### config.mk
export PLATFORM = sky130hd
export DESIGN_NAME = i2s_frame_src
export DESIGN_NICKNAME = d
export VERILOG_FILES = /design/src/rtl/i2s_frame_src.sv
export SDC_FILE = /design/constraint.sdc
export NUM_CORES = 1
export LEC_CHECK = 0
export BUFFER_PORTS_ARGS = -buffer_cell sky130_fd_sc_hd__buf_2
export CORE_ASPECT_RATIO = 0.7
export CORE_MARGIN = 4
export CORE_UTILIZATION = 55
export CTS_BUF_LIST = sky130_fd_sc_hd__clkbuf_2
export DETAILED_ROUTE_END_ITERATION = 8
export PLACE_DENSITY = 0.87
export SYNTH_ARGS = -nofsm -noshare
export SYNTH_HDL_FRONTEND = slang
export SYNTH_SLANG_ARGS = --single-unit
### constraint.sdc
create_clock -name clk -period 6.5 [get_ports clk]
set_input_delay 0.65 -clock clk [delete_from_list [all_inputs] [get_ports clk]]
set_output_delay 0.65 -clock clk [all_outputs]
set_load 0.05 [all_outputs]
### src/rtl/i2s_frame_src.sv
// I2S frame source: sample-pair FIFO, frame counter / word-select generator and per-frame data registers.
// Build option: define I2S_HOLD_ON_UNDERRUN_EN to repeat the last pair on underrun instead of outputting zeros.
module i2s_frame_src #(
    parameter int SIZE       = 16,
    parameter int FIFO_DEPTH = 4
) (
    input  logic                          clk,
    input  logic                          rst_n,
    input  logic                          en,
    input  logic                          in_valid,
    output logic                          in_ready,
    input  logic [SIZE-1:0]               in_left,
    input  logic [SIZE-1:0]               in_right,
    output logic                          ws,
    output logic [SIZE-1:0]               data_left,
    output logic [SIZE-1:0]               data_right,
    output logic [$clog2(FIFO_DEPTH):0]   level,
    output logic                          underrun,
    input  logic                          underrun_clr
);

    localparam int CNT_W = $clog2(2 * SIZE);
    localparam int PTR_W = $clog2(FIFO_DEPTH);
    localparam int LVL_W = PTR_W + 1;

    localparam logic [CNT_W-1:0] CNT_LAST = CNT_W'(2 * SIZE - 1);
    localparam logic [CNT_W-1:0] CNT_HALF = CNT_W'(SIZE);
    localparam logic [LVL_W-1:0] LVL_FULL = LVL_W'(FIFO_DEPTH);

    typedef enum logic {
        IDLE,
        RUN
    } state_e;

    state_e               state_q, state_d;
    logic [CNT_W-1:0]     cnt_q, cnt_d;
    logic                 ws_q, ws_d;
    logic [SIZE-1:0]      data_l_q, data_l_d;
    logic [SIZE-1:0]      data_r_q, data_r_d;
    logic [PTR_W-1:0]     wr_ptr_q, wr_ptr_d;
    logic [PTR_W-1:0]     rd_ptr_q, rd_ptr_d;
    logic [LVL_W-1:0]     level_q, level_d;
    logic                 full_q, full_d;
    logic                 underrun_q, underrun_d;

    logic [2*SIZE-1:0]    mem [FIFO_DEPTH];

    logic load;
    logic empty;
    logic push;
    logic pop;
    logic underrun_evt;

    assign empty        = (level_q == '0);
    assign push         = in_valid && !full_q;
    assign pop          = load && !empty;
    assign underrun_evt = load && empty;

    // Frame sequencing: a frame always runs to cnt = 2*SIZE-1 before en is honoured again.
    always_comb begin
        // NOTE: every combinational output gets a default first, so no path leaves it unassigned and no latch is inferred.
        state_d = state_q;
        cnt_d   = cnt_q;
        load    = 1'b0;
        unique case (state_q)
            IDLE: begin
                cnt_d = '0;
                if (en) begin
                    state_d = RUN;
                    load    = 1'b1;
                end
            end
            RUN: begin
                if (cnt_q == CNT_LAST) begin
                    cnt_d = '0;
                    if (en) load = 1'b1;
                    else    state_d = IDLE;
                end else begin
                    cnt_d = cnt_q + CNT_W'(1);
                end
            end
            default: state_d = IDLE;
        endcase
        ws_d = (cnt_d >= CNT_HALF);
    end

    always_comb begin
        data_l_d   = data_l_q;
        data_r_d   = data_r_q;
        wr_ptr_d   = wr_ptr_q + (push ? PTR_W'(1) : PTR_W'(0));
        rd_ptr_d   = rd_ptr_q + (pop  ? PTR_W'(1) : PTR_W'(0));
        level_d    = level_q;
        underrun_d = underrun_q;

        if (pop) begin
            {data_l_d, data_r_d} = mem[rd_ptr_q];
        end else if (underrun_evt) begin
`ifdef I2S_HOLD_ON_UNDERRUN_EN
            data_l_d = data_l_q;
            data_r_d = data_r_q;
`else
            data_l_d = '0;
            data_r_d = '0;
`endif
        end

        unique case ({push, pop})
            2'b10:   level_d = level_q + LVL_W'(1);
            2'b01:   level_d = level_q - LVL_W'(1);
            default: level_d = level_q;
        endcase
        full_d = (level_d == LVL_FULL);

        // A new underrun on the same edge as a clear must remain visible.
        if (underrun_evt)      underrun_d = 1'b1;
        else if (underrun_clr) underrun_d = 1'b0;
    end

    always_ff @(posedge clk) begin
        // NOTE: state registers use non-blocking assignments so every flop samples pre-edge values.
        if (!rst_n) begin
            state_q    <= IDLE;
            cnt_q      <= '0;
            ws_q       <= 1'b0;
            data_l_q   <= '0;
            data_r_q   <= '0;
            wr_ptr_q   <= '0;
            rd_ptr_q   <= '0;
            level_q    <= '0;
            full_q     <= 1'b0;
            underrun_q <= 1'b0;
        end else begin
            state_q    <= state_d;
            cnt_q      <= cnt_d;
            ws_q       <= ws_d;
            data_l_q   <= data_l_d;
            data_r_q   <= data_r_d;
            wr_ptr_q   <= wr_ptr_d;
            rd_ptr_q   <= rd_ptr_d;
            level_q    <= level_d;
            full_q     <= full_d;
            underrun_q <= underrun_d;
        end
    end

    // NOTE: storage is not reset; the pointers and level define which entries are valid.
    always_ff @(posedge clk) begin
        if (push) mem[wr_ptr_q] <= {in_left, in_right};
    end

    assign in_ready   = !full_q;
    assign ws         = ws_q;
    assign data_left  = data_l_q;
    assign data_right = data_r_q;
    assign level      = level_q;
    assign underrun   = underrun_q;

endmodule
### Word-level counts from Yosys, hierarchy flattened

Memory sizes are Yosys's and may differ from the RTL's. A register that Yosys moved wholly into a read port is not among the register bits.
Cells that the tools add are included.
Widths: inputs -> output; s select.

| cells by class | value |
|---|---|
| add/sub/neg operators | 5 |
| $lt $le $gt $ge | 1 |
| equal/unequal tests | 4 |
| muxes and demuxes | 18 |
| bitwise gates (word level) | 1 |
| reduce and logical (&&, ||, !) cells | 8 |

Operator list:

| kind | number |
|---|---|
| $mux 16 | 3 |
| $pmux 5 s2 | 1 |
| $mux 1 | 9 |
| $pmux 3 s2 | 1 |
| $add 5x1->5 const B | 1 |
| $eq 5x5->1 const B | 1 |
| $ge 5x5->1 const B | 1 |
| $mux 5 | 1 |
| $add 2x1->2 | 2 |
| $pmux 1 s2 | 2 |
| $reduce_bool 2->1 | 2 |
| $add 3x1->3 const B | 1 |
| $eq 3x3->1 const B | 1 |
| $logic_and 1x1->1 | 3 |
| $logic_not 3->1 | 1 |
| $sub 3x1->3 const B | 1 |
| $eq 2x1->1 const B | 1 |
| $eq 2x2->1 const B | 1 |
| $logic_not 1->1 | 2 |
| $mux 2 | 1 |
| $not 1->1 | 1 |

| word-level totals | value |
|---|---|
| register bits after elaboration | 48 |
| RAM bits | 128 |
| input bits | 37 |
| word-level logic and storage cells | 48 |
| memories kept | 1 |

Memories:

| memory | words | width | read ports | clocked after memory_dff | wr ports | line | text |
|---|---|---|---|---|---|---|---|
| mem | 4 | 32 | 1 | 1 | 1 | 46 | `logic [2*SIZE-1:0] mem [FIFO_DEPTH];` |

### Logic depth before layout (Yosys ltp)

Gate-level depths: netlist (run 1).

| depth | value |
|---|---|
| depth after elaboration | 7 |
| mapped depth | 12 |
| mapped depth without buffers | 12 |

### Least setup slack after synthesis (run 1)

OpenSTA, ideal clock, no wires.

| timing | value |
|---|---|
| path type | register to register |
| start | register full_q |
| end | memory mem[2][0] in the netlist's numbering, enable pin |
| arrival | 3.207 ns |
| required time | 6.032 ns |
| path slack | 2.825 ns |
| stages on the path, launching flop included | 4 |
| period minus slack after synthesis | 3.675 ns |
| cell sequence | dfxtp_1 > inv_1 > nand2_1 > nor3b_1 |

| between the ends | value |
|---|---|
| longest elaborated chain between the ends | 4 |

Ends and longest elaborated chain:

| what | line | text |
|---|---|---|
| from (decl) | 43 | `logic full_q, full_d;` |
| from (signal assigned) | 141 | `full_q <= full_d;` |
| $logic_not 1->1 | - |  |
| named net in_ready | 11 | `output logic in_ready,` |
| $logic_and 1x1->1 | 55 | `assign push = in_valid && !full_q;` |
| $mux 1 | 148 | `if (push) mem[wr_ptr_q] <= {in_left, in_right};` |
| $mux 1 (implied by the code) | 148 |  |
| to (decl) | 46 |  |

The timed path passes the listed nets, and every way through them passes these cells.

### Worst setup path after layout (run 1)

| timing | value |
|---|---|
| start | register cnt_q[0] |
| end | register level_q[2] (netlist: level[2]) |

| between the ends | value |
|---|---|
| longest elaborated chain between the ends | 6 |
| elaborated cells on any way between the ends | 7 |

Ends and longest elaborated chain:

| what | line | text |
|---|---|---|
| from (decl) | 36 | `logic [CNT_W-1:0] cnt_q, cnt_d;` |
| from (signal assigned) | 134 | `cnt_q <= cnt_d;` |
| $eq 5x5->1 (*) | 74 | `if (cnt_q == CNT_LAST) begin` |
| $mux 1 (*) | 74 |  |
| $pmux 1 s2 (*) | 65 | `unique case (state_q)` |
| $logic_and 1x1->1 (*) | 56 | `assign pop = load && !empty;` |
| $eq 2x1->1 or $eq 2x2->1 (tied branches) | 107 | `unique case ({push, pop})` |
| $pmux 3 s2 (*) | 107 |  |
| to (signal assigned) | 140 | `level_q <= level_d;` |
| to (decl) | 42 | `logic [LVL_W-1:0] level_q, level_d;` |

Every way passes the cells marked *; elsewhere a longest branch is shown, timed or not.
A chain may end at the register's enable or synchronous reset.

==> run_results.csv, run 1 <==
group,metric,value,unit
setup_path,cpMostUsedCell,"ha_1",
sta,fmaxAchievable,0.363,GHz
setup_path,arrival,3.35,ns
sta,worst_pin_slew,1.06,ns
logic_synthesis,ys_seq_area_frac,0.760,
logic_synthesis,syn_area_per_cell,20.2,µm²
setup_path,rr_worst_depth,12,
sta,tns,0,ns
route,drc,0,
sta,finalCriticalPeriod,2.76,ns
route,wl_met1,4.88,mm
die,dieHeight,97.5,µm
setup_path,rr_endpoint,"level[2]",
logic_synthesis,yosys-top-cells-count,"edfxtp_1 (128), dfxtp_1 (47), a22o_1 (32), mux4_2 (32)",
logic_synthesis,synth_ff_type,"edfxtp_1",
placed_design,gp_congestion,0.733,
sta,hold_viol_final,0,
logic_synthesis,synth_seq_cells,175,
setup_path,r2r_setup_slack,3.74,ns
clocking,post_cts_buffers,0,
logic_synthesis,netlist_area,6290,µm²
sta,slew_headroom,0.290,
placed_design,io_buffers,74,
run,maxCapViolCount,0,
final_layout,syn_to_final_growth,12.3,%
route,wl_per_cell,19.8,µm
power_and_ir_drop,p_int,1780,µW
power_and_ir_drop,switchingPower,725,µW
route,ant_nets,0,
clocking,htree_levels,4,
power_and_ir_drop,clkPwrFrac,0.237,
die,dieArea,13200,µm²
global_routing,antenna_found_initial,0,
die,rows,32,
setup_path,crit_path_start,"cnt_q[0]",
route,wl_met3,783,µm
logic_synthesis,synth_top_area_share,0.611,
sta,setup_viol,0,
setup_path,rr_startpoint,"cnt_q[0]",
setup_path,crit_chain,"ha_1 > and3_1 > ha_1 > nand2b_1 > nand2_1 > nor2_1 > ha_1 > inv_1 > fa_1 > xor2_1 > or3_1 > a21boi_0",
clocking,hold_buffers,0,
sta,rsz0062_at_grt,"false",
global_routing,grtUsageTotal,0.178,
clocking,cts_tree,"built",
logic_synthesis,synth_top_area_cell,"edfxtp_1",
setup_path,cp.required,7.10,ns
final_layout,diodes,0,
setup_path,path_buf_inv,1,
final_layout,fillers,802,
clocking,path_clk_slew,0.23,ns
logic_synthesis,ys_top_cells_by_area,"edfxtp_1 (61%), dfxtp_1 (15%), mux4_2 (11%), a22o_1 (4.5%), buf_6 (1.3%)",
logic_synthesis,ys_warn_count,0,
clocking,ctsResizeCount,0,
route,highest-signal-layer,"met4",
global_routing,grt_first_pass_wirelength,17.6,mm
status,status,"complete, no violations",
logic_synthesis,synth_cell_type_count,31,
die,io_pins,75,
sta,fin_crit_sh,0.424,
logic_synthesis,async_flop_share,0,
logic_synthesis,synth_most_common_cell,"edfxtp_1",
min_path,hp-class,"in -> reg",
setup_path,crit_slowest_cell,"dfxtp_1",
placed_design,hpwlAfterDp,6.87,mm
route,drt_iter0_drc,142,
clocking,clock-sinks,175,
global_routing,grt_pass1_vias,3290,
setup_path,crit_family,"simple AND/OR/NAND/NOR gates",
setup_path,slowest_delay,0.41,ns
route,dr_total_vias,3132,
clocking,clock_tree.root_cell,"clkbuf_2",
global_routing,grt.overflow.total,0,
die,die_w,136,µm
setup_path,critPathLaunchType,"flip-flop",
power_and_ir_drop,powerDensity,355,nW/µm²
route,dr_wl_met2,5.31,mm
setup_path,path_max_fanout,4,
setup_path,endpoint,"level[2]",
power_and_ir_drop,peakVddDrop,265,µV
power_and_ir_drop,pwr-share-seq,0.549,
logic_synthesis,synthCells,312,
setup_path,cp_num_cells,12,
power_and_ir_drop,swShare,0.289,
clocking,clk_latency,0.66,ns
setup_path,critPathKind,"reg -> reg",
clocking,numCtsBuffers,17,
sta,clock_skew,0.0270,ns
route,wl,11.1,mm
clocking,clock_path_buffers,2,
logic_synthesis,synth_edf_count,128,
min_path,hold_path.startpoint,"in_left[9]",
sta,slew_violations,0,
final_layout,nets,437,
global_routing,grt_max_degree,34,
setup_path,endpoint_kind,"flip-flop",
die,initial_utilization,0.567,
die,core,11100,µm²
power_and_ir_drop,fin_total_pwr,2510,µW
final_layout,drive_gt1_frac,0.366,
logic_synthesis,synth_nets,355,
route,firstDrtPassIters,4,
route,vias_per_cell,5.59,
power_and_ir_drop,leakagePower,0.00258,µW
power_and_ir_drop,power_frac_comb,0.214,
## routing by layer
layer	GRT usage	vias up
li1	-	1423
met1	0.250	1586
met2	0.279	113
met3	0.0455	10
met4	0.0534	0
met5	0	-
## kinds of logic (layout without fill, tap and decap cells)
group | count (synthesis) | after routing | share of synthesized area
compound gates | 41 | 41 | 0.0535
xor+xnor | 6 | 6 | 0.00835
fa+ha+maj | 6 | 6 | 0.0131
buf+inv | 23 | 118 | 0.0235
flops | 175 | 175 | 0.760
mux | 32 | 32 | 0.115
simple gates | 29 | 29 | 0.0268
## per-stage QoR
| stage | instance area, µm² | hold WS (ns) | setup slack [ns] | utilization | std cells |
|---|---|---|---|---|---|
| 6_report | 7070 | 0.182 | 3.74 | 0.637 | 560 |
| 5_1_grt | 7070 | 0.0703 | 3.50 | 0.637 | 560 |
| 4_1_cts | 7070 | 0.0891 | 3.72 | 0.637 | 560 |
| 3_5_place_dp | 6800 | 0.450 | 3.76 | 0.613 | 528 |
| 3_3_place_gp | 6800 | 0.428 | 3.93 | 0.613 | 528 |
| 2_1_floorplan | 6290 | 0.418 | 2.83 | - | 312 |
## cell type report
cell class	instances	area, µm²	area share
well taps	153	191	0.0271
clock inverters	7	136	0.0193
multi-input cells	114	1390	0.197
inverters	7	26.3	0.00372
clock buffers	25	125	0.0177
flip-flops and latches	175	4790	0.678
repair buffers	79	408	0.0577
## state kept, by name, indices dropped and copies added, names as in the netlist, 2 cells and up
name,flops
cnt_q,5
data_left,16
data_right,16
level,3
mem,128
rd_ptr_q,2
wr_ptr_q,2
## how the worst min path moves through the flow
stage	to	slack [ns]	cells after the start
floorplan	cnt_q[0]	0.42	1
global placement	cnt_q[0]	0.43	1
detailed placement	cnt_q[0]	0.45	1
CTS	mem[2][27]	0.09	1
global route	mem[3][25]	0.07	1
finish	mem[0][25]	0.18	1
## placed cells by master, fill, tap and decap left out, types with 4 or more instances in the layout
cell type	instances
a22o_1	32
and2_1	5
buf_2	74
buf_4	5
bufinv_16	4
clkbuf_2	25
dfxtp_1	45
edfxtp_1	128
ha_1	5
inv_1	7
mux4_2	32
nand2_1	4
nor2_1	4
xor2_1	4
## power groups by stage
stage	Clock (µW)	Combinational, µW	Sequential [µW]
after floorplan	0	301	1520
after global placement	0	527	1400
after detailed placement	0	543	1400
after CTS	614	545	1380
after global routing	664	578	1390
final	595	536	1380
Note: power is estimated with default switching activity, not from simulation.
==> run 2: changes to the inputs <==
--- a/config.mk
+++ b/config.mk
@@ -5,13 +5,14 @@
 export SDC_FILE = /design/constraint.sdc
 export NUM_CORES = 1
 export LEC_CHECK = 0
+export ABC_AREA = 1
 export BUFFER_PORTS_ARGS = -buffer_cell sky130_fd_sc_hd__buf_2
 export CORE_ASPECT_RATIO = 0.7
 export CORE_MARGIN = 4
 export CORE_UTILIZATION = 55
 export CTS_BUF_LIST = sky130_fd_sc_hd__clkbuf_2
 export DETAILED_ROUTE_END_ITERATION = 8
-export PLACE_DENSITY = 0.87
+export PLACE_DENSITY = 0.86
 export SYNTH_ARGS = -nofsm -noshare
 export SYNTH_HDL_FRONTEND = slang
 export SYNTH_SLANG_ARGS = --single-unit
==> constraint.sdc (replaced) <==
create_clock -name clk -period 2.7 [get_ports clk]
set_input_delay 0.27 -clock clk [delete_from_list [all_inputs] [get_ports clk]]
set_output_delay 0.27 -clock clk [all_outputs]
set_load 0.05 [all_outputs]
==> run 2 against run 1 <==
  * Worst hold slack lost 0.0078 ns
  * Fmax up 24%
  * Clock-buffer cell count decreased by 8
  * Via count is 61% higher
  * Synthesized cell count is 130% higher
  * First-iteration DRC count increased to 2.6 times the previous value
  * Critical endpoint is now full_q
  * Highest routed layer unchanged
==> run_results.csv, run 2 <==
group,metric,value,unit
setup_path,critPathLaunchType,"flip-flop",
global_routing,grt_first_pass_wirelength,23.5,mm
clocking,ctsResizeCount,0,
power_and_ir_drop,swShare,0.331,
setup_path,r2r_setup_slack,0.47,ns
sta,rsz0062_at_grt,"false",
logic_synthesis,synth_seq_cells,175,
global_routing,gr-usage-met2,0.347,
power_and_ir_drop,power_frac_comb,0.225,
power_and_ir_drop,fin_total_pwr,6220,µW
logic_synthesis,synth_nets,767,
global_routing,busiest_layer,"met2",
logic_synthesis,ys_top_cells_by_area,"edfxtp_1 (54%), dfxtp_1 (13%), nand2_1 (13%), inv_1 (7.6%), nand3_1 (4.7%)",
global_routing,grt_max_degree,66,
logic_synthesis,synth_cell_type_count,23,
sta,worst_pin_slew,1.10,ns
min_path,hold_depth,6,
sta,setup_viol,0,
final_layout,nets,881,
sta,clock_skew,0.0420,ns
die,rows,34,
power_and_ir_drop,clkPwrFrac,0.260,
setup_path,cp_num_cells,13,
power_and_ir_drop,powerDensity,744,nW/µm²
setup_path,crit_slowest_cell,"fa_1",
global_routing,grtUsageTotal,0.207,
logic_synthesis,netlist_area,7140,µm²
clocking,cts_tree,"built",
setup_path,rr_worst_depth,13,
logic_synthesis,synth_top_area_share,0.538,
die,initial_utilization,0.569,
route,drt_iter0_drc,365,
clocking,clock-sinks,175,
placed_design,io_buffers,74,
sta,hold_viol_final,0,
setup_path,arrival,2.88,ns
power_and_ir_drop,leakagePower,0.00381,µW
route,vias_per_cell,4.96,
global_routing,met1_usage,0.268,
die,io_pins,75,
sta,fmaxAchievable,0.449,GHz
global_routing,antenna_found_initial,1,
clocking,clock_tree.root_cell,"clkbuf_2",
setup_path,path_max_fanout,3,
die,core,12500,µm²
logic_synthesis,synthCells,724,
power_and_ir_drop,p_int,4160,µW
logic_synthesis,ys_seq_area_frac,0.670,
route,ant_nets,0,
setup_path,crit_chain,"ha_1 > nand2_1 > nor2_1 > ha_1 > o21ai_4 > nor2_4 > ha_1 > inv_1 > fa_1 > nand2_1 > o21ai_0 > nand2_1 > nor2_1",
die,dieHeight,103,µm
setup_path,path_buf_inv,1,
final_layout,final_cell_mix,"nand2_1 (239), inv_1 (144), edfxtp_1 (128)",
power_and_ir_drop,peakVddDrop,575,µV
setup_path,crit_family,"adder cells",
sta,fin_crit_sh,0.826,
setup_path,critPathKind,"reg -> reg",
setup_path,slowest_delay,0.41,ns
placed_design,placed_cell_area,7670,µm²
route,dr_total_vias,5028,
die,die_w,144,µm
final_layout,syn_to_final_growth,17.0,%
clocking,numCtsBuffers,17,
global_routing,grt.overflow.total,0,
logic_synthesis,synth_edf_count,128,
sta,slew_headroom,0.267,
sta,slew_violations,0,
global_routing,grtUsageMet3,0.0556,
sta,whs,0.175,ns
global_routing,grt_pass1_vias,4882,
final_layout,largest_register_ff_count,128,
setup_path,cp.required,3.36,ns
final_layout,drive_gt1_frac,0.152,
logic_synthesis,async_flop_share,0,
clocking,clock_path_buffers,2,
clocking,clk_latency,0.73,ns
die,dieArea,14900,µm²
sta,tns,0,ns
sta,finalCriticalPeriod,2.23,ns
final_layout,design_area,8350,µm²
power_and_ir_drop,pwr-share-seq,0.515,
logic_synthesis,synth_ff_type,"edfxtp_1",
power_and_ir_drop,switchingPower,2060,µW
setup_path,endpoint_kind,"flip-flop",
run,maxCapViolCount,0,
clocking,htree_levels,4,
logic_synthesis,syn_area_per_cell,9.86,µm²
route,wl_per_cell,14.6,µm
logic_synthesis,ys_warn_count,0,
logic_synthesis,yosys-top-cells-count,"nand2_1 (239), inv_1 (144), edfxtp_1 (128)",
logic_synthesis,synth_top_area_cell,"edfxtp_1",
route,wl,14.8,mm
final_layout,fin_util,0.666,
clocking,path_clk_slew,0.25,ns
placed_design,hpwlAfterDp,8.68,mm
route,drc,0,
logic_synthesis,synth_most_common_cell,"nand2_1",
final_layout,final_common_cell,"nand2_1",
placed_design,gp_congestion,0.759,
min_path,hp-class,"in -> reg",
status,status,"complete, no violations",
final_layout,top_register,"mem",
route,firstDrtPassIters,4,
==> run 2: final cells by class <==
cell class / instances / area [µm²]
tap: 162 / 203
sequential: 175 / 4790
clock buffer: 17 / 85.1
multi-input combinational: 372 / 1660
timing repair buffer: 125 / 848
antenna: 1 / 2.50
clock inverter: 15 / 219
fill: 927 / 4200
inverter: 147 / 552
==> run 2: kinds of logic (layout without fill, tap and decap cells) <==
kind of cell,Yosys count,count (layout),share of synthesized area
AOI/OAI and AO/OA,35,35,0.0261
xor gates and xnor gates,4,4,0.00491
adders and majority gates,6,6,0.0116
buffers and inverters,177,304,0.101
DFF,175,175,0.670
other,0,1,0
and+or+nand+nor,327,327,0.187
==> run 2: worst paths after layout <==
check / start / endpoint
worst max-delay path: cnt_q[0] / full_q
worst min-delay path: in_valid / wr_ptr_q[0]
worst max register to register: cnt_q[0] / full_q
worst min register to register: cnt_q[0] / cnt_q[0]
==> run 2: power by group through the flow <==
stage	logic, µW	clock network, µW	registers, µW
2_1_floorplan	738	0	3540
3_3_place_gp	1310	0	3260
3_5_place_dp	1340	0	3260
4_1_cts	1400	1640	3210
5_1_grt	1540	1770	3230
6_report	1400	1610	3200
==> run 2: worst min-delay path: stages <==
cell and delay [ns]:
buf_2 0.07, nand2_1 0.20, inv_1 0.11, ha_1 0.12
nand2_1 0.04, inv_1 0.04
==> run 2: routing by layer <==
metal  up-vias  routed length (µm)
li1       2499                   -
met1      2334                6320
met2       178                7080
met3        17                1210
met4         0                 166
met5         -                   0
==> run 2: repair_timing <==
action / CTS / global route
buffers inserted: 0 / 0
hold buffers: 38 / 0
hold endpoints to repair: 137 / 0
==> run 2: metrics by stage <==
step,cells,worst slack [ns]
CTS,1013,0.473
global placement,943,0.552
global route,1014,0.278
detailed placement,943,0.490
floorplan,724,-0.819
finish,1014,0.471
